**src/rtl/oserdes_burst_scheduler.sv**
```systemverilog
// Burst scheduler feeding an 8:1 OSERDES2 word stream from a small pattern table.
// Optional: define OSERDES_BURST_SCHEDULER_RETRIGGER_EN to let requests restart a running burst.
module oserdes_burst_scheduler #(
    parameter int WIDTH        = 8,
    parameter int BURST_LENGTH = 8,
    parameter int PERIOD_LOG2  = 7,
    parameter int HOLDOFF      = 4
) (
    input  logic                            clock,
    input  logic                            reset,
    input  logic                            self_triggered_mode,
    input  logic                            trigger_input,
    input  logic                            software_trigger,
    input  logic                            pattern_write_enable,
    input  logic [$clog2(BURST_LENGTH)-1:0] pattern_address,
    input  logic [WIDTH-1:0]                pattern_data,
    output logic [WIDTH-1:0]                word,
    output logic                            sync,
    output logic                            busy,
    output logic [15:0]                     trigger_count,
    output logic [15:0]                     missed_count
);

    localparam int ADDR_W = $clog2(BURST_LENGTH);
    localparam int HOLD_W = (HOLDOFF > 1) ? $clog2(HOLDOFF) : 1;
    localparam logic [ADDR_W-1:0] LAST_IDX = ADDR_W'(BURST_LENGTH - 1);

    typedef enum logic [1:0] {
        IDLE,
        BURST,
        HOLD
    } state_t;

    state_t                 state_q, state_d;
    logic [ADDR_W-1:0]      idx_q, idx_d;
    logic [HOLD_W-1:0]      hold_q, hold_d;
    logic [WIDTH-1:0]       word_q, word_d;
    logic                   sync_q, sync_d;
    logic [15:0]            trig_cnt_q, trig_cnt_d;
    logic [15:0]            miss_cnt_q, miss_cnt_d;
    logic [PERIOD_LOG2-1:0] period_q, period_d;
    logic                   armed_q, armed_d;
    logic                   trig_meta_q, trig_sync1_q, trig_sync2_q;
    logic                   ext_req_q, ext_req_d;
    logic [WIDTH-1:0]       pattern_q [BURST_LENGTH];

    logic periodic_req;
    logic request;
    logic start;

    // NOTE: the table has no reset so it maps onto distributed RAM and survives a
    // scheduler reset; the write is gated so reset still blocks table updates.
    always_ff @(posedge clock) begin
        if (pattern_write_enable && !reset) begin
            pattern_q[pattern_address] <= pattern_data;
        end
    end

    always_comb begin
        // NOTE: every output of this block gets a default first, so no path can infer a latch.
        state_d    = state_q;
        idx_d      = idx_q;
        hold_d     = hold_q;
        word_d     = '0;
        sync_d     = 1'b0;
        trig_cnt_d = trig_cnt_q;
        miss_cnt_d = miss_cnt_q;
        start      = 1'b0;

        // The periodic counter idles at zero out of reset; arming after its first wrap
        // places the first self-trigger one full period after release.
        period_d     = period_q + 1'b1;
        armed_d      = armed_q | (&period_q);
        periodic_req = armed_q && (period_q == '0);
        // External edge is registered, so a level first sampled at edge k lands at k+3.
        ext_req_d    = trig_sync1_q & ~trig_sync2_q;
        request      = software_trigger | (self_triggered_mode ? periodic_req : ext_req_q);

        case (state_q)
            IDLE: begin
                start = request;
            end
            BURST: begin
                if (idx_q == LAST_IDX) begin
                    if (HOLDOFF == 0) begin
                        state_d = IDLE;
                    end else begin
                        state_d = HOLD;
                        hold_d  = HOLD_W'(HOLDOFF - 1);
                    end
                end else begin
                    idx_d  = idx_q + 1'b1;
                    word_d = pattern_q[idx_q + 1'b1];
                end
            end
            HOLD: begin
                if (hold_q == '0) begin
                    state_d = IDLE;
                end else begin
                    hold_d = hold_q - 1'b1;
                end
            end
            default: state_d = IDLE;
        endcase

        if (request && (state_q != IDLE)) begin
`ifdef OSERDES_BURST_SCHEDULER_RETRIGGER_EN
            start = 1'b1;
`else
            miss_cnt_d = (miss_cnt_q != 16'hFFFF) ? miss_cnt_q + 16'd1 : miss_cnt_q;
`endif
        end

        if (start) begin
            state_d    = BURST;
            idx_d      = '0;
            word_d     = pattern_q[0];
            sync_d     = 1'b1;
            trig_cnt_d = (trig_cnt_q != 16'hFFFF) ? trig_cnt_q + 16'd1 : trig_cnt_q;
        end
    end

    // NOTE: sequential state uses non-blocking assignments so every flop samples
    // the pre-edge values computed above, independent of statement order.
    always_ff @(posedge clock) begin
        if (reset) begin
            state_q      <= IDLE;
            idx_q        <= '0;
            hold_q       <= '0;
            word_q       <= '0;
            sync_q       <= 1'b0;
            trig_cnt_q   <= '0;
            miss_cnt_q   <= '0;
            period_q     <= '0;
            armed_q      <= 1'b0;
            trig_meta_q  <= 1'b0;
            trig_sync1_q <= 1'b0;
            trig_sync2_q <= 1'b0;
            ext_req_q    <= 1'b0;
        end else begin
            state_q      <= state_d;
            idx_q        <= idx_d;
            hold_q       <= hold_d;
            word_q       <= word_d;
            sync_q       <= sync_d;
            trig_cnt_q   <= trig_cnt_d;
            miss_cnt_q   <= miss_cnt_d;
            period_q     <= period_d;
            armed_q      <= armed_d;
            trig_meta_q  <= trigger_input;
            trig_sync1_q <= trig_meta_q;
            trig_sync2_q <= trig_sync1_q;
            ext_req_q    <= ext_req_d;
        end
    end

    assign word          = word_q;
    assign sync          = sync_q;
    assign busy          = (state_q != IDLE);
    assign trigger_count = trig_cnt_q;
    assign missed_count  = miss_cnt_q;

endmodule

```
**config.mk**
```make
export PLATFORM = sky130hd
export DESIGN_NAME = oserdes_burst_scheduler
export DESIGN_NICKNAME = d
export VERILOG_FILES = /design/src/rtl/oserdes_burst_scheduler.sv
export SDC_FILE = /design/constraint.sdc
export NUM_CORES = 1
export LEC_CHECK = 0
export CELL_PAD_IN_SITES_DETAIL_PLACEMENT = 1
export CELL_PAD_IN_SITES_GLOBAL_PLACEMENT = 2
export CORE_MARGIN = 2
export CORE_UTILIZATION = 34
export DETAILED_ROUTE_END_ITERATION = 10
export PLACE_DENSITY_LB_ADDON = 0.1
export SETUP_SLACK_MARGIN = 0.3
export SLEW_MARGIN = 20
export SYNTH_ARGS = -nofsm -noshare
export SYNTH_HDL_FRONTEND = slang
export SYNTH_SLANG_ARGS = --single-unit
```
**constraint.sdc**
```tcl
create_clock -name clock -period 1.95 [get_ports clock]
set_clock_uncertainty 0.15 [all_clocks]
set_input_delay 0.195 -clock clock [delete_from_list [all_inputs] [get_ports clock]]
set_output_delay 0.195 -clock clock [all_outputs]
set_load 0.005 [all_outputs]
```
## After elaboration in Yosys (flattened, before gate mapping)

Memory sizes are Yosys's and may differ from the RTL's.
Cells that the tools add are included.

- Add/subtract/negate cells: 5
- Multipliers: 0
- Divide/modulo/power cells: 0
- Order comparisons: 0
- Equality and inequality tests: 11
- Shifts and indexed selects: 0
- Mux-type cells: 15
- Bitwise operators: 6
- Reductions and logical operators: 17

Operator list:

| kind | count |
|---|---|
| $add A16 B1 Y16 const B | 2 |
| $ne A16 B16 Y1 const B | 2 |
| $mux W8 | 3 |
| $reduce_and A3 Y1 | 3 |
| $mux W2 | 4 |
| $ne A2 B2 Y1 const B | 4 |
| $add A7 B1 Y7 const B | 1 |
| $logic_not A7 Y1 | 1 |
| $reduce_and A7 Y1 | 1 |
| $mux W1 | 6 |
| $ne A3 B3 Y1 const B | 2 |
| $pmux W2 S3 | 1 |
| $reduce_and A2 Y1 | 3 |
| $logic_not A2 Y1 | 2 |
| $pmux W2 S2 | 1 |
| $reduce_bool A2 Y1 | 2 |
| $add A3 B1 Y3 const B | 1 |
| $eq A3 B3 Y1 const B | 1 |
| $logic_and A1 B1 Y1 | 3 |
| $not A1 Y1 | 3 |
| $eq A2 B1 Y1 const B | 1 |
| $eq A2 B2 Y1 const B | 1 |
| $or A1 B1 Y1 | 2 |
| $reduce_or A2 Y1 | 1 |
| 3 further kinds | 3 |

- Bits in registers: 60
- Latch bits: 0
- Memory bits (writable): 64
- Memory bits (read-only): 0
- Bits of input ports: 17
- Output and inout bits: 42
- Memories: 1

Memories:

| memory | words | bits a word | read ports | clocked after memory_dff | write ports | RTL line | RTL |
|---|---|---|---|---|---|---|---|
| pattern_q | 8 | 8 | 2 | 0 | 1 | 45 | `logic [WIDTH-1:0] pattern_q [BURST_LENGTH];` |

## Logic depth before layout (Yosys ltp)

Gate-level depths: netlist of the first run.

- Depth after elaboration: 7
- Mapped depth: 8

## Worst setup path before layout of the first run

No wires, ideal clock.

- Path kind: register to register
- From: reg period_q[0]
- To: reg miss_cnt_q[11] (netlist: missed_count[11])
- Library setup time: 0.121 ns
- Arrival time: 1.894 ns
- Required time: 1.679 ns
- Path slack: -0.214 ns
- Cell stages (with the launch flop): 9
- Cell sequence: dfxtp_1 inv_1 ha_1 nor4b_2 a221oi_2 clkbuf_1 nor3_1 nand4_1 mux2_2

- Cells in the longest elaborated chain, start to end: 6

RTL lines:

| element | RTL line | RTL |
|---|---|---|
| start, declared | 41 | `logic [PERIOD_LOG2-1:0] period_q, period_d;` |
| start signal, assigned | 148 | `period_q <= period_d;` |
| $logic_not A7 Y1 | 74 | `periodic_req = armed_q && (period_q == '0);` |
| $logic_and A1 B1 Y1 | 74 |  |
| $mux W1 | 77 | `request = software_trigger \| (self_triggered_mode ? periodic_req : ext_req_q);` |
| $or A1 B1 Y1 | 77 |  |
| $logic_and A1 B1 Y1 | 106 | `if (request && (state_q != IDLE)) begin` |
| $reduce_and A2 Y1 (no line) | n/a |  |
| end signal, assigned | 147 | `miss_cnt_q <= miss_cnt_d;` |
| end, declared | 40 | `logic [15:0] miss_cnt_q, miss_cnt_d;` |

Every way passes these cells.
A chain may end at the register's enable or synchronous reset.

## Final worst setup path of the first run

- From: reg period_q[0]
- To: reg trig_cnt_q[10] (netlist: trigger_count[10])

- Cells in the longest elaborated chain, start to end: 6

RTL lines:

| element | RTL line | RTL |
|---|---|---|
| $logic_not A7 Y1 | 74 |  |
| $logic_and A1 B1 Y1 | 74 |  |
| $mux W1 | 77 |  |
| $or A1 B1 Y1 | 77 |  |
| $mux W1 | 79 | `case (state_q)` |
| $reduce_and A2 Y1 (no line) | n/a |  |
| end signal, assigned | 146 | `trig_cnt_q <= trig_cnt_d;` |
| end, declared | 39 | `logic [15:0] trig_cnt_q, trig_cnt_d;` |

Every way passes these cells.

==> results.tsv, run 1 <==
stage	metric	value	unit
synth	synthCells	406	
power_and_ir_drop	total_power	6.31	mW
clock_network	cts.sink_count	124	
worst_setup_path	path_buf_inv	1	
synth	synth_ff_type	edfxtp_1	
worst_setup_path	crit_family	simple AND/OR/NAND/NOR gates	
power_and_ir_drop	powerDensity	820	mW/mm^2
clock_network	clk_latency	0.42	ns
placed_design	dp.final_hpwl	8750	um
outcome	violations	negative setup slack	
synth	synth-compound-area-share	4.03	%
synth	synth_top_family_by_area	simple AND/OR/NAND/NOR gates	
grt	antenna_found_initial	0	
synth	yosysMostFrequentCell	edfxtp_1	
die	rows	44	
synth	synth_edf_count	64	
worst_setup_path	path_cells	inv_2 -> ha_4 -> nor4b_4 -> a221oi_4 -> or3_4 -> or4_4 -> a21oi_2	
clock_network	cts_tree	yes	
grt	track_usage	17.4	%
clock_network	cts-hold-fix-buffers	0	
route	wl_per_cell	17.7	um
worst_setup_path	critPathRequiredTime	2.14	ns
layout	syn_to_final_growth	51.0	%
worst_setup_path	crit_arrival	2.25	ns
synth	synth_top_area_share	37.7	%
synth	yosysSeqAreaShare	61.3	%
layout	n_antenna_cell	0	
clock_network	cts_buffer_depth	2	
synth	synthTopCellsByCount	edfxtp_1, dfxtp_1, nor2_1	
clock_network	htree_levels	4	
timing	rsz0062_at_grt	yes	
worst_setup_path	crit_slowest_cell	or3_4	
timing	period_share	106	%
synth	synth_warnings	0	
synth	postSynthAreaPerCell	12.6	um^2
power_and_ir_drop	p_leak	2.91	nW
timing	fin_crit	2.06	ns
placed_design	portBuffers	58	
clock_network	cts_buffers	17	
die	start_util	34.9	%
synth	synth-seq-cells	124	
route	via_per_inst	5.04	
die	dieArea	0.0160	mm^2
die	io-pin-count	59	
timing	worst_pin_slew	0.380	ns
worst_setup_path	critPathMaxStageDelay	0.45	ns
synth	synth_mux_area_share	10.1	%
timing	setup_viol	24	
timing	max_freq	0.486	GHz
placed_design	gp_congestion	0.779	
timing	hold_viol_final	0	
timing	setup_ws	-0.109	ns
grt	grt-ovfl-total	0	
clock_network	root_buffer	clkbuf_16	
synth	async_flop_share	0	%
min_path	min_path_type	input port to flop	
grt	first_global_vias	4161	
route	drc	0	
layout	layout-drive-gt1-share	40.5	%
route	first_pass_iters	4	
clock_network	path_clk_slew	0.05	ns
placed_design	pre_cts_slack	-0.364	ns
route	drtAntennaViolNets	0	
route	drtIter0Drc	164	
worst_setup_path	critPathMaxFanout	5	
synth	synth_xor_area_share	4.12	%
job	cap_violations	0	
layout	final_nets	587	
synth	synthAdderAreaFrac	1.72	%
die	die_w	126	um
route	wl	13400	um
route	vias	3830	
power_and_ir_drop	vdd_drop_max	0.634	mV
die	core_area	0.0146	mm^2
layout	num-fill-cells	1483	
grt	grt_max_degree	36	
timing	slew_headroom	74.5	%
worst_setup_path	start_kind	flop	
die	fp.dieH	126	um
placed_design	place_area	0.00651	mm^2
grt	grt_pass1_wl	21500	um
synth	yosys.area_share.simple	16.7	%
synth	synthDistinctLibCells	43	
timing	slew_violations	0	
synth	synthesis.area	0.00510	mm^2
layout	final_area	0.00770	mm^2
worst_setup_path	setup.worst_path.class	flop to flop	
layout	final_util	52.8	%
outcome	status	finished, violations left	
synth	syn_nets	430	
synth	synth_top_area_cell	edfxtp_1	
synth	synthTopCellsByArea	edfxtp_1, dfxtp_1, mux4_2	
worst_setup_path	worstSetupEndpointType	flop	
[state kept, by name, indices dropped and copies added, names as in the netlist, 2 cells and up]
signal / cells
hold_q: 2
idx_q: 3
missed_count: 16
pattern_q: 64
period_q: 7
state_q: 2
trigger_count: 16
word: 8
[layer usage]
metal	global-route usage (%)	up-vias	share of wire [%]
li1	-	1831	-
met1	22.5	1929	46
met2	28.8	55	50
met3	4.39	15	2.9
met4	5.82	0	1.3
met5	0	-	0
[metrics by stage]
| step | TNS, ns | hold WS (ns) | instances |
|---|---|---|---|
| 2_1_floorplan | -0.225 | 0.144 | 406 |
| 3_3_place_gp | -8.78 | 0.232 | 708 |
| 3_5_place_dp | -10.40 | 0.235 | 708 |
| 4_1_cts | -1.11 | 0.110 | 754 |
| 5_1_grt | -5.74 | 0.149 | 760 |
| 6_report | -1.03 | 0.123 | 760 |
[cell families (layout without fill, tap and decap cells)]
logic type,after synthesis,count (layout)
AO/OA/AOI/OAI,35,35
XOR/XNOR,24,24
adder cells (fa/ha/maj),7,7
buffers and inverters,26,195
flip-flops,124,124
multiplexers,31,31
AND/OR/NAND/NOR,159,160
[tightest hold or removal path: stages]
cell and delay [ns]:
buf_2 0.11, buf_4 0.21, nor2b_1 0.12
[cell usage in the layout (no fill, tap or decap), types with 4 or more instances in the layout]
cell type,count
dfxtp_1,34
dlymetal6s2s_1,6
o21ai_1,5
nor2_1,45
nor2b_1,8
nand4_1,11
inv_1,7
edfxtp_1,64
mux2i_1,12
buf_4,77
dfxtp_4,4
clkbuf_16,17
mux4_2,16
nand3_1,13
nand2b_1,4
ha_1,5
a21oi_1,10
clkdlybuf4s50_1,23
and3_1,4
clkinvlp_4,4
nor3_1,8
xnor2_1,21
a21oi_2,4
nand2_1,10
nor4_2,4
or3_1,5
nor4_4,16
buf_6,15
nand2_2,6
dfxtp_2,22
dlygate4sd2_1,27
o21ai_0,5
[layout make-up]
cell class	count	area, um^2	area share (%)
Inverter	10	40.0	0.520
Sequential cell	124	3170	41.1
Clock inverter	11	96.3	1.25
Clock buffer	21	460	5.98
Timing Repair Buffer	153	1370	17.8
Multi-Input combinational cell	257	2330	30.3
Tap cell	184	230	2.99
[path summary, 6_finish.rpt]
| path | end | slack (ns) | cells after the start | startpoint |
|---|---|---|---|---|
| max | trigger_count[10] | -0.11 | 7 | period_q[0] |
| min | trig_sync1_q | 0.12 | 3 | reset |
| max reg2reg | trigger_count[10] | -0.11 | 7 | period_q[0] |
| min reg2reg | ext_req_q | 0.24 | 1 | trig_sync2_q |
[power by group]
part	internal (mW)	switching [mW]
combinational	0.288	0.261
sequential	2.80	0.0288
clock	1.81	1.12
total	4.90	1.41
[timing repair]
action	CTS	global route
cloned	1	1
gates resized for setup	114	41
pin swaps	20	20
endpoints found under the setup margin	78	55
buffers inserted	13	5
(Power assumes the default switching activity.)
==> inputs of run 2 (changes only) <==
Settings changed: RECOVER_POWER set to 50.
==> run 2 against run 1 <==
Against the previous run:
- the run still ends with negative setup slack left
- power decreased by 0.17%
- global-route usage did not move
- cell count stayed put
- fmax is essentially flat
- register-to-register slack hardly changed
- combinational power fell by 1%
- first-iteration DRC count is 9.1% higher
- setup slack barely moved
- critical path type unchanged
==> results.tsv, run 2 (synthesized netlist as in run 1, its figures left out) <==
stage	metric	value	unit
die	dieArea	0.0160	mm^2
grt	grt_max_degree	36	
timing	slew_violations	0	
grt	grt-ovfl-total	0	
layout	largest_reg_flops	64	
min_path	min_path_type	input port to flop	
clock_network	path_clk_slew	0.05	ns
timing	hold_ws	0.122	ns
timing	hold_viol_final	0	
outcome	status	finished, violations left	
worst_setup_path	critPathRequiredTime	2.14	ns
layout	largest-register	pattern_q	
worst_setup_path	setup.worst_path.class	flop to flop	
layout	final_area	0.00768	mm^2
grt	met1_usage	22.5	%
timing	setup_viol	25	
worst_setup_path	start_kind	flop	
route	vias	3828	
clock_network	root_buffer	clkbuf_16	
route	drtAntennaViolNets	0	
die	die_w	126	um
layout	final_nets	587	
clock_network	cts.sink_count	124	
die	start_util	34.9	%
die	rows	44	
power_and_ir_drop	p_leak	2.88	nW
timing	rsz0062_at_grt	yes	
grt	use_met3	4.39	%
grt	antenna_found_initial	0	
outcome	violations	negative setup slack	
power_and_ir_drop	total_power	6.30	mW
layout	layout-drive-gt1-share	39.6	%
route	via_per_inst	5.04	
die	fp.dieH	126	um
timing	worst_pin_slew	0.669	ns
route	drtIter0Drc	179	
placed_design	dp.final_hpwl	8750	um
worst_setup_path	worstSetupEndpointType	flop	
grt	grt_pass1_wl	21500	um
timing	period_share	106	%
grt	first_global_vias	4161	
placed_design	portBuffers	58	
placed_design	gp_congestion	0.779	
power_and_ir_drop	powerDensity	821	mW/mm^2
route	first_pass_iters	4	
route	wl_per_cell	17.6	um
layout	stdcell_count	760	
layout	syn_to_final_growth	50.6	%
power_and_ir_drop	vdd_drop_max	0.636	mV
placed_design	dp_cells	708	
clock_network	clk_latency	0.42	ns
layout	num-fill-cells	1483	
clock_network	cts_buffer_depth	2	
timing	max_freq	0.486	GHz
timing	slew_headroom	55.4	%
layout	mostFrequentLayoutCells	buf_4, edfxtp_1, nor2_1	
job	cap_violations	0	
timing	setup_ws	-0.109	ns
layout	n_antenna_cell	0	
clock_network	htree_levels	4	
route	drc	0	
worst_setup_path	crit_arrival	2.25	ns
clock_network	cts_tree	yes	
route	wl	13400	um
timing	fin_crit	2.06	ns
placed_design	place_area	0.00651	mm^2
grt	track_usage	17.4	%
worst_setup_path	critPathMaxFanout	5	
layout	layout.cells.most_common	buf_4	
placed_design	pre_cts_slack	-0.364	ns
die	io-pin-count	59	
clock_network	cts-hold-fix-buffers	0	
die	core_area	0.0146	mm^2
grt	grt-busiest-layer	met2	
clock_network	cts_buffers	17	
grt	grt_util_met2	28.8	%
[run 2: power breakdown]
part / internal, mW / switching, mW
Combinational: 0.282 / 0.261
Sequential: 2.80 / 0.0288
Clock: 1.81 / 1.12
[run 2: routing by layer]
layer / wire length [um] / vias to the layer above
met4: 176 / 0
li1: - / 1832
met1: 6080 / 1924
met5: 0 / -
met2: 6730 / 58
met3: 422 / 14
[run 2: metrics by stage]
step | utilization (%) | setup TNS [ns]
CTS | 51.3 | -1.11
detailed placement | 44.6 | -10.40
finish | 52.6 | -1.07
floorplan | - | -0.225
global placement | 44.6 | -8.78
global route | 52.6 | -5.74
[run 2: worst paths after layout]
path,startpoint,end,slack (ns),depth (start not counted)
max reg2reg,period_q[0],trigger_count[10],-0.11,7
min reg2reg,trig_sync2_q,ext_req_q,0.24,1
min,reset,trig_sync1_q,0.12,3
max,period_q[0],trigger_count[10],-0.11,7
[run 2: what timing repair did]
action	CTS	global route
endpoints found under the setup margin	78	55
resized for setup	114	41
hold endpoints to repair	0	0
setup buffers	13	5
pin swaps	20	20
cloned	1	1
[run 2: area by class of cell]
type | instances | area, um^2 | share of cell area (%)
clock buffer | 21 | 460 | 6.00
sequential | 124 | 3160 | 41.2
tap | 184 | 230 | 3.00
inverter | 10 | 40.0 | 0.522
timing repair buffer | 153 | 1350 | 17.6
multi-input combinational | 257 | 2330 | 30.4
clock inverter | 11 | 96.3 | 1.25
[run 2: critical path, cell delays in order, from the launching register on]
cell      delay (ns)
dfxtp_2         0.32
inv_2           0.06
ha_4            0.12
nor4b_4         0.22
a221oi_4        0.12
or3_4           0.45
or4_4           0.43
a21oi_2         0.13
